`src/rtl/key_sched_pkg.sv`:
```
// Shared types and defaults for the keypad scheduler and its key FIFO.
package key_sched_pkg;

  localparam int KEY_W       = 4;
  localparam int RES_W       = 8;
  localparam int DEPTH_DEF   = 4;
  localparam int TIMEOUT_DEF = 15;

  typedef enum logic [1:0] {
    IDLE,
    ISSUE,
    WAIT
  } state_t;

endpackage

```
`src/rtl/key_fifo.sv`:
```
// Key FIFO: power-of-two depth, pointers wrap naturally, and a push and a pop
// in the same cycle both take effect (including when full).
module key_fifo
  import key_sched_pkg::*;
#(
  parameter int DEPTH = DEPTH_DEF
) (
  input  logic                     clk,
  input  logic                     rstn,
  input  logic                     push,
  input  logic                     pop,
  input  logic [KEY_W-1:0]         wdata,
  output logic [KEY_W-1:0]         rdata,
  output logic                     full,
  output logic                     empty,
  output logic [$clog2(DEPTH):0]   count
);

  localparam int PW = $clog2(DEPTH);
  localparam int CW = PW + 1;

  logic [KEY_W-1:0] mem [DEPTH];
  logic [PW-1:0]    wr_ptr;
  logic [PW-1:0]    rd_ptr;

  // Write the pushed key into the tail slot.
  // NOTE: the storage array has no reset; the pointers and count alone decide
  // which entries are valid, so the array can map onto plain RAM.
  always_ff @(posedge clk) begin
    if (push) mem[wr_ptr] <= wdata;
  end

  // Advance pointers and the occupancy count.
  // NOTE: clocked state uses non-blocking assignments so every register sees
  // the pre-edge values of the others.
  always_ff @(posedge clk or negedge rstn) begin
    if (!rstn) begin
      wr_ptr <= '0;
      rd_ptr <= '0;
      count  <= '0;
    end else begin
      if (push) wr_ptr <= wr_ptr + PW'(1);
      if (pop)  rd_ptr <= rd_ptr + PW'(1);
      case ({push, pop})
        2'b10:   count <= count + CW'(1);
        2'b01:   count <= count - CW'(1);
        default: count <= count;
      endcase
    end
  end

  assign rdata = mem[rd_ptr];
  assign full  = (count == CW'(DEPTH));
  assign empty = (count == '0);

endmodule

```
`src/rtl/key_sched.sv`:
```
// Keypad scheduler: queues keys, issues them one at a time to a datapath,
// waits for completion or times out, and reports the captured result.
module key_sched
  import key_sched_pkg::*;
#(
  parameter int DEPTH   = DEPTH_DEF,
  parameter int TIMEOUT = TIMEOUT_DEF
) (
  input  logic                   clk,
  input  logic                   rstn,
  input  logic                   valid_key,
  input  logic [KEY_W-1:0]       key,
  output logic                   dp_valid,
  output logic [KEY_W-1:0]       dp_key,
  input  logic                   dp_done,
  input  logic [RES_W-1:0]       dp_result,
  output logic [RES_W-1:0]       result,
  output logic                   done,
  output logic                   err,
  output logic                   ovf,
  output logic [$clog2(DEPTH):0] count
);

  localparam int TW = $clog2(TIMEOUT + 1);

  state_t           state;
  logic [TW-1:0]    tmr;
  logic             push;
  logic             pop;
  logic             full;
  logic             empty;
  logic [KEY_W-1:0] head;

  // The head leaves the FIFO at the end of the ISSUE cycle; a key arriving
  // while full is still accepted in that cycle because a slot frees up.
  assign pop  = (state == ISSUE);
  assign push = valid_key && (!full || pop);

  key_fifo #(.DEPTH(DEPTH)) u_fifo (
    .clk   (clk),
    .rstn  (rstn),
    .push  (push),
    .pop   (pop),
    .wdata (key),
    .rdata (head),
    .full  (full),
    .empty (empty),
    .count (count)
  );

  // Sticky overflow: set whenever a key is dropped, cleared only by reset.
  always_ff @(posedge clk or negedge rstn) begin
    if (!rstn)                          ovf <= 1'b0;
    else if (valid_key && full && !pop) ovf <= 1'b1;
  end

  // Scheduler FSM with timeout counter and registered datapath/status outputs.
  always_ff @(posedge clk or negedge rstn) begin
    if (!rstn) begin
      state    <= IDLE;
      tmr      <= '0;
      dp_valid <= 1'b0;
      dp_key   <= '0;
      result   <= '0;
      done     <= 1'b0;
      err      <= 1'b0;
    end else begin
      // NOTE: strobes default low every cycle, so each can only be a
      // single-cycle pulse set by the branch below.
      dp_valid <= 1'b0;
      done     <= 1'b0;
      err      <= 1'b0;
      case (state)
        IDLE: begin
          if (!empty) begin
            state    <= ISSUE;
            dp_valid <= 1'b1;
            dp_key   <= head;
          end
        end
        ISSUE: begin
          tmr   <= '0;
          state <= WAIT;
        end
        WAIT: begin
          if (dp_done) begin
            result <= dp_result;
            done   <= 1'b1;
            state  <= IDLE;
          end else begin
            tmr <= tmr + TW'(1);
            if (tmr + TW'(1) == TW'(TIMEOUT)) begin
              err   <= 1'b1;
              state <= IDLE;
            end
          end
        end
        default: state <= IDLE;
      endcase
    end
  end

endmodule

```
`config.mk`:
```
export PLATFORM = sky130hd
export DESIGN_NAME = key_sched
export DESIGN_NICKNAME = d
export VERILOG_FILES = /design/src/rtl/key_sched_pkg.sv /design/src/rtl/key_fifo.sv /design/src/rtl/key_sched.sv
export SDC_FILE = /design/constraint.sdc
export NUM_CORES = 1
export LEC_CHECK = 0
export CAP_MARGIN = 5
export CORE_AREA = 2 2 67 81
export DETAILED_ROUTE_END_ITERATION = 16
export DIE_AREA = 0 0 69 83
export PLACE_DENSITY = 0.71
export SYNTH_ARGS = -nofsm -noshare
export SYNTH_HDL_FRONTEND = slang
export SYNTH_HIERARCHICAL = 1
export SYNTH_SLANG_ARGS = --single-unit
```
`constraint.sdc`:
```
create_clock -name clk -period 3.2 [get_ports clk]
set_input_delay 0.32 -clock clk [delete_from_list [all_inputs] [get_ports clk]]
set_output_delay 0.32 -clock clk [all_outputs]
set_load 0.005 [all_outputs]
```
==> impl_summary.txt <==
----------------------------------------------------
[Status]
  Result of the run ... completed

[Layout]
  Finished Cell Area ... 2470 sq um
  Diode insertion count for antenna repair ... 0
  Fraction of final layout cells sized beyond drive strength 1 ... 0.172
  Area taken by flip-flops and latches ... 1210 sq um
  Nets ... 197
  Combined area of the multi-input logic cells ... 682 sq um
  Number of cells in the finished layout apart from fillers ... 234
  Count of fill cells added during filler insertion ... 407
  Syn-to-layout area delta ... 25.8%

[Setup path]
  R2r worst-path depth ... 11
  Setup slack of the most critical reg-to-reg path ... 1.0 ns
  Startpoint kind of the worst setup timing path ... flip-flop
  Termination of the worst setup path ... u_fifo/count[2]
  Endpoint of the worst-slack reg-to-reg timing path ... u_fifo/count[2]
  CP max FO ... 9
  Data arrival time at the worst-slack endpoint ... 2.42 ns
  Timing startpoint of the critical path ... state[1]
  Critical Path End Type ... flip-flop
  Critical register-to-register path startpoint ... state[1]
  Required @ worst endpoint ... 3.42 ns
  Critical setup path kind ... flip-flop to flip-flop

[Floorplanning]
  Die outline area ... 5730 sq um
  Horizontal extent of the die ... 69 microns
  Core Box Area ... 4900 sq um
  Top-level I/O count ... 35
  Starting density of the core ... 0.400
  Height of the die ... 83 microns
  # rows ... 28

[STA]
  Actual slew at the worst max-slew pin ... 0.477 ns
  F_max ... 0.454 GHz
  Final setup fails ... 0
  Worst clock skew ... 0.00567 ns
  Final-layout setup total negative slack ... 0 ns
  Final Hold Viols ... 0
  Post-layout minimum cycle time ... 2.20 ns
  Fraction of the cycle the final worst path needs ... 0.688
  Unrepaired setup endpoints after global routing ... no
  Max-slew violations ... 0
  Relative slew slack ... 0.679

[Hold path]
  Min-Delay Path Class ... input pin to asynchronous set/reset pin

[Yosys]
  Net count after synthesis ... 157
  Distinct cells, synth ... 36
  Instance count of the mapped netlist ... 133
  Number of enable-type register cells in the synthesized netlist ... 16
  Most used flip-flop cell after synthesis ... dfrtp_1
  Proportion of synthesized chip area in sequential cells ... 0.614
  Area leader, netlist ... dfrtp_1
  Share of flip-flops with an asynchronous set or reset ... 0.644
  Number of synthesized register bits ... 45
  Ranking of synthesized cells by area ... dfrtp_1 (37%), edfxtp_1 (24%), mux2_2 (6.9%), mux4_2 (4.6%), ha_1 (4.5%)
  Yosys warning total ... 6
  Post-synthesis cell area ... 1960 sq um
  Syn Area/Cell ... 14.8 sq um
  Portion of synthesized cell area occupied by the leading cell type ... 0.370

[Placement]
  Sum of net half-perimeters after detailed placement ... 2400 microns
  Number of I/O port buffers ... 34
  Area after detailed placement ... 2360 sq um
  Placed Cells ... 226
  Routability-driven placement congestion ratio ... 0.758

[Drt]
  Number of DRC violations after detailed-routing iteration 0 ... 47
  Wire length reported by the detailed router ... 3280 microns
  Via density per instance ... 5.03
  Post-route DRC violation count ... 0
  Count of nets left with antenna violations after detail routing ... 0
  Per-cell routed wire length ... 14.0 microns
  First-pass DRT Iterations ... 4
  Via total after detailed routing ... 1177

[Pwr]
  Power Dens Cells ... 889 nW/um^2
  Worst supply voltage drop on vdd ... 0.000441 V
  Leakage power of the design ... 1.01 nW

[CTS]
  Post-CTS setup buffers ... 0
  CTS tree ... yes
  Number of cells upsized or downsized after cts ... 0
  Clock tree buffer depth ... 2
  Clock buffers created by TritonCTS ... 5
  Cell at the root of the clock tree ... clkbuf_8
  H-tree Lvls ... 2
  Clock Sinks ... 45
  Clock latency reported for the late side of the worst-skew pair ... 0.29 ns
  Number of hold-repair buffers added at the cts stage ... 0
  Clock slew at reported path FFs ... 0.08 ns

[Run]
  Number of max-cap violations ... 0

[GRT]
  Number of global-route vias before repair ... 1253
  First-pass GRT wire length ... 5930 microns
  Total GRT Usage ... 0.131
  Final global-route overflow total ... 0
  Initial antenna violation count ... 0
  Maximum number of pins on one net before global-route repair ... 30

----------------------------------------------------
## report_power, final
group	switching (mW)	leakage [nW]	internal, mW
clock	0.179	0.0528	0.230
sequential	0.182	0.500	0.807
combinational	0.309	0.455	0.487
total	0.670	1.01	1.52
## cell usage in the layout (no fill, tap or decap), types with 2 or more instances in the layout
cell type and count:
o2bb2ai_1 2, ha_1 7, inv_1 11, clkbuf_8 5, nand4b_1 2, nand2_1 5, nand3_1 2, and2_1 5
dfrtp_1 29, mux4_2 4, clkdlybuf4s50_1 34, nor2_1 3, xnor2_1 2, mux2_2 12, buf_4 2, o21ai_0 3
xor2_1 4, nor3_1 4, a21oi_1 2, edfxtp_1 16
## routing by layer
metal  vias up  global-route usage  share of wire
met5         -                   0              0
met4         0              0.0660          0.020
met3         7              0.0328          0.052
met2        41               0.212           0.50
met1       573               0.162           0.43
li1        556                   -              -
## worst max-delay path, stage by stage, from the launching register on
cell and delay (ns):
dfrtp_1 0.55, inv_2 0.11, nand2_1 0.12, a21boi_0 0.11, buf_4 0.17, inv_1 0.06
ha_1 0.17, inv_1 0.06, fa_1 0.37, xor2_1 0.15, nor2_1 0.12, xor2_1 0.15
## metrics by stage
stage	total power [mW]	hold slack, ns	util	worst slack [ns]
finish	2.19	0.397	0.504	0.997
global route	2.36	0.462	0.504	0.825
CTS	2.22	0.413	0.504	0.997
detailed placement	1.81	0.487	0.482	1.00
global placement	1.76	0.457	0.482	1.08
floorplan	1.47	0.0244	-	1.08
## state kept, by name, summed over array words and instances, names as in the netlist
signal	flops
err	1
done	1
ovf	1
state	2
u_fifo/mem	16
u_fifo/wr_ptr	2
result	8
dp_valid	1
tmr	4
u_fifo/rd_ptr	2
u_fifo/count	3
dp_key	4
## cells in the mapped netlist, types with 3 or more instances
cell type  count
inv_1         11
dfrtp_1       29
o21ai_0        3
mux2_2        12
xor2_1         4
edfxtp_1      16
mux4_2         4
and2_1         5
nor3_1         4
nand2_1        5
ha_1           7
nor2_1         3
## cell type report
cell class / count / share of cell area
clock buffers: 6 / 0.0294
clock inverters: 2 / 0.0137
inverters: 12 / 0.0182
multi-input cells: 73 / 0.276
flip-flops and latches: 45 / 0.488
well taps: 60 / 0.0304
repair buffers: 36 / 0.144
## how the worst min path moves through the flow
stage | start | endpoint | slack, ns
final | rstn | u_fifo/wr_ptr[1] | 0.40
after global routing | rstn | dp_key[2] | 0.46
after CTS | rstn | dp_key[2] | 0.41
after detailed placement | ovf | ovf | 0.49
after global placement | ovf | ovf | 0.46
after floorplan | rstn | done | 0.02
## cell families (layout without fill, tap and decap cells)
| logic type | Yosys count | count (layout) | share of synthesized area |
|---|---|---|---|
| adders and majority gates | 8 | 8 | 0.0548 |
| DFF | 45 | 45 | 0.614 |
| xor gates and xnor gates | 6 | 6 | 0.0268 |
| AOI/OAI and AO/OA | 15 | 15 | 0.0631 |
| buffers and inverters | 15 | 56 | 0.0382 |
| and+or+nand+nor | 28 | 28 | 0.0880 |
| muxes | 16 | 16 | 0.115 |
(Power assumes the default switching activity.)
==> variant (config.mk and constraints unchanged) <==
Add an input register stage for `key`, without a reset; this delays it by one clock. The other inputs are not delayed to match. Comments in the files are not updated.
--- a/src/rtl/key_sched.sv
+++ b/src/rtl/key_sched.sv
@@ -25,2 +25,8 @@
 
+  logic [KEY_W-1:0] key_q;
+
+  always_ff @(posedge clk) begin
+    key_q <= key;
+  end
+
   state_t           state;
@@ -43,3 +49,3 @@
     .pop   (pop),
-    .wdata (key),
+    .wdata (key_q),
     .rdata (head),
Behaviour: not the same (Yosys sat finds a counterexample within 4 cycles, from zero or initial values and one cycle with rstn low).
==> variant against the original RTL <==
  * Design area is 2.6% higher
  * Clock power down 13%
  * Synthesized area grew 4.1%
  * Sequential cell count grew 4
  * Setup slack got worse by 10 ps
  * Combinational power down 0.5%
  * Power is essentially flat
  * Wire length increased by 2.5%
  * Critical endpoint unchanged
  * Largest cell class unchanged
  * Highest routed layer unchanged
==> variant: results (changes against the original RTL) <==
Run status
  – Outcome: complete, no violations (unchanged)

Pwr
  – Final Power: 0.002193 W (was 0.002194 W)
  – Leak: 1.037 nW (was 1.008 nW)
  – Sequential group power: 0.00105 W (was 0.000989 W)
  – Worst ir drop on vdd: 415.9 uV (was 441.3 uV)
  – Net Sw Frac: 31.58% (was 30.52%)
  – Combinational fraction of design power: 36.2% (was 36.3%)

Timing
  – Normalized max-slew margin: 63.80% (was 67.94%)
  – Final Skew: 6.529 ps (was 5.669 ps)

Final layout
  – Invs w/o clock: 12 (unchanged)
  – Clock-cell share of area: 3.603% (was 4.306%)
  – Layout non-clock buf frac: 14.02% (was 14.39%)
  – Largest regs: u_fifo/mem x16, result x8 (unchanged)
  – Comb_multi_in: 73 (unchanged)
  – Fraction of area in multi-input gates: 26.90% (was 27.61%)
  – Non-Filler Instances: 238 (was 234)
  – # nets final: 201 (was 197)
  – Area grow syn2layout: 24.07% (was 25.81%)
  – Filler cells: 414 (was 407)
  – FF/Latch Area: 0.001286 mm^2 (was 0.001206 mm^2)
  – Signal buffers: 36 (unchanged)
  – Layout cell share with drive strength beyond 1: 17.98% (was 17.24%)

Global routing
  – First-pass GRT wire length: 5878 um (was 5934 um)
  – Met1 Use GR: 13.92% (was 16.21%)
  – Vias in the first global route: 1,267 (was 1,253)
  – Met3 usage: 4.490% (was 3.277%)
  – GR Util met2: 23.08% (was 21.15%)
  – Overall routing resource usage: 12.94% (was 13.09%)

Logic synthesis
  – Synth warn: 6 (unchanged)
  – Synthesized cell area: 0.002043 mm^2 (was 0.001963 mm^2)
  – Post-synth ARST share: 59.18% (was 64.44%)
  – Post-synthesis sequential area ratio: 62.95% (was 61.44%)
  – Dominant cells by area after synthesis: dfrtp_1, edfxtp_1, mux2_2 (unchanged)
  – Syn_nets: 161 (was 157)
  – Post-synth cell types: 37 (was 36)
  – Avg Synthesized Cell Area: 14.91 um^2 (was 14.76 um^2)

Placed design
  – Dpl hpwl: 2550 um (was 2400 um)
  – Placer Congestion: 0.7995 (was 0.7584)
  – Placed cells: 230 (was 226)
  – Placed Area: 0.002444 mm^2 (was 0.002364 mm^2)
  – Dpl ws: 976.1 ps (was 1005 ps)
  – IO Port Bufs: 34 (unchanged)

Detailed routing
  – Met2 WL: 1878 um (was 1625 um)
  – Initial DRC count: 51 (was 47)
  – Vias per inst: 4.954 (was 5.030)
  – DRT met1 WL: 1280 um (was 1415 um)
  – Drt first pass iters: 4 (unchanged)
  – Routed met3 length: 183 um (was 171 um)
  – Mean routed wirelength per cell: 14.12 um (was 14.01 um)

Critical path
  – CP delay by family, top: flip-flops (unchanged)
  – CP max-delay cell: dfrtp_1 (unchanged)

Clocking
  – Root Driver: clkbuf_8 (unchanged)
  – Setup Fix Bufs, Post-CTS: 0 (unchanged)
  – CTS resizes: 0 (unchanged)
  – CTS sink count: 49 (was 45)
  – Reg clk slew, reported paths: roughly 90 ps
## variant: cells by family (layout without fill, tap and decap cells)
family	after synthesis	after routing	share of synthesized area, %
AND/OR/NAND/NOR	28	28	8.452
multiplexers	16	16	11.02
buffers and inverters	15	56	3.674
AO/OA/AOI/OAI	15	15	6.063
XOR/XNOR	6	6	2.572
adder cells (fa/ha/maj)	8	8	5.266
flip-flops	49	49	62.95
## variant: worst paths after layout
kind | from | endpoint | depth (start not counted) | slack [ps]
setup / recovery | state[1] | u_fifo/count[2] | 11 | 990
hold / removal | rstn | u_fifo/wr_ptr[0] | 2 | 390
setup reg to reg | state[1] | u_fifo/count[2] | 11 | 990
hold reg to reg | ovf | ovf | 1 | 470
max in group asynchronous | rstn | result[2] | 2 | 2540
min in group clk | key[0] | key_q[0] | 1 | 450
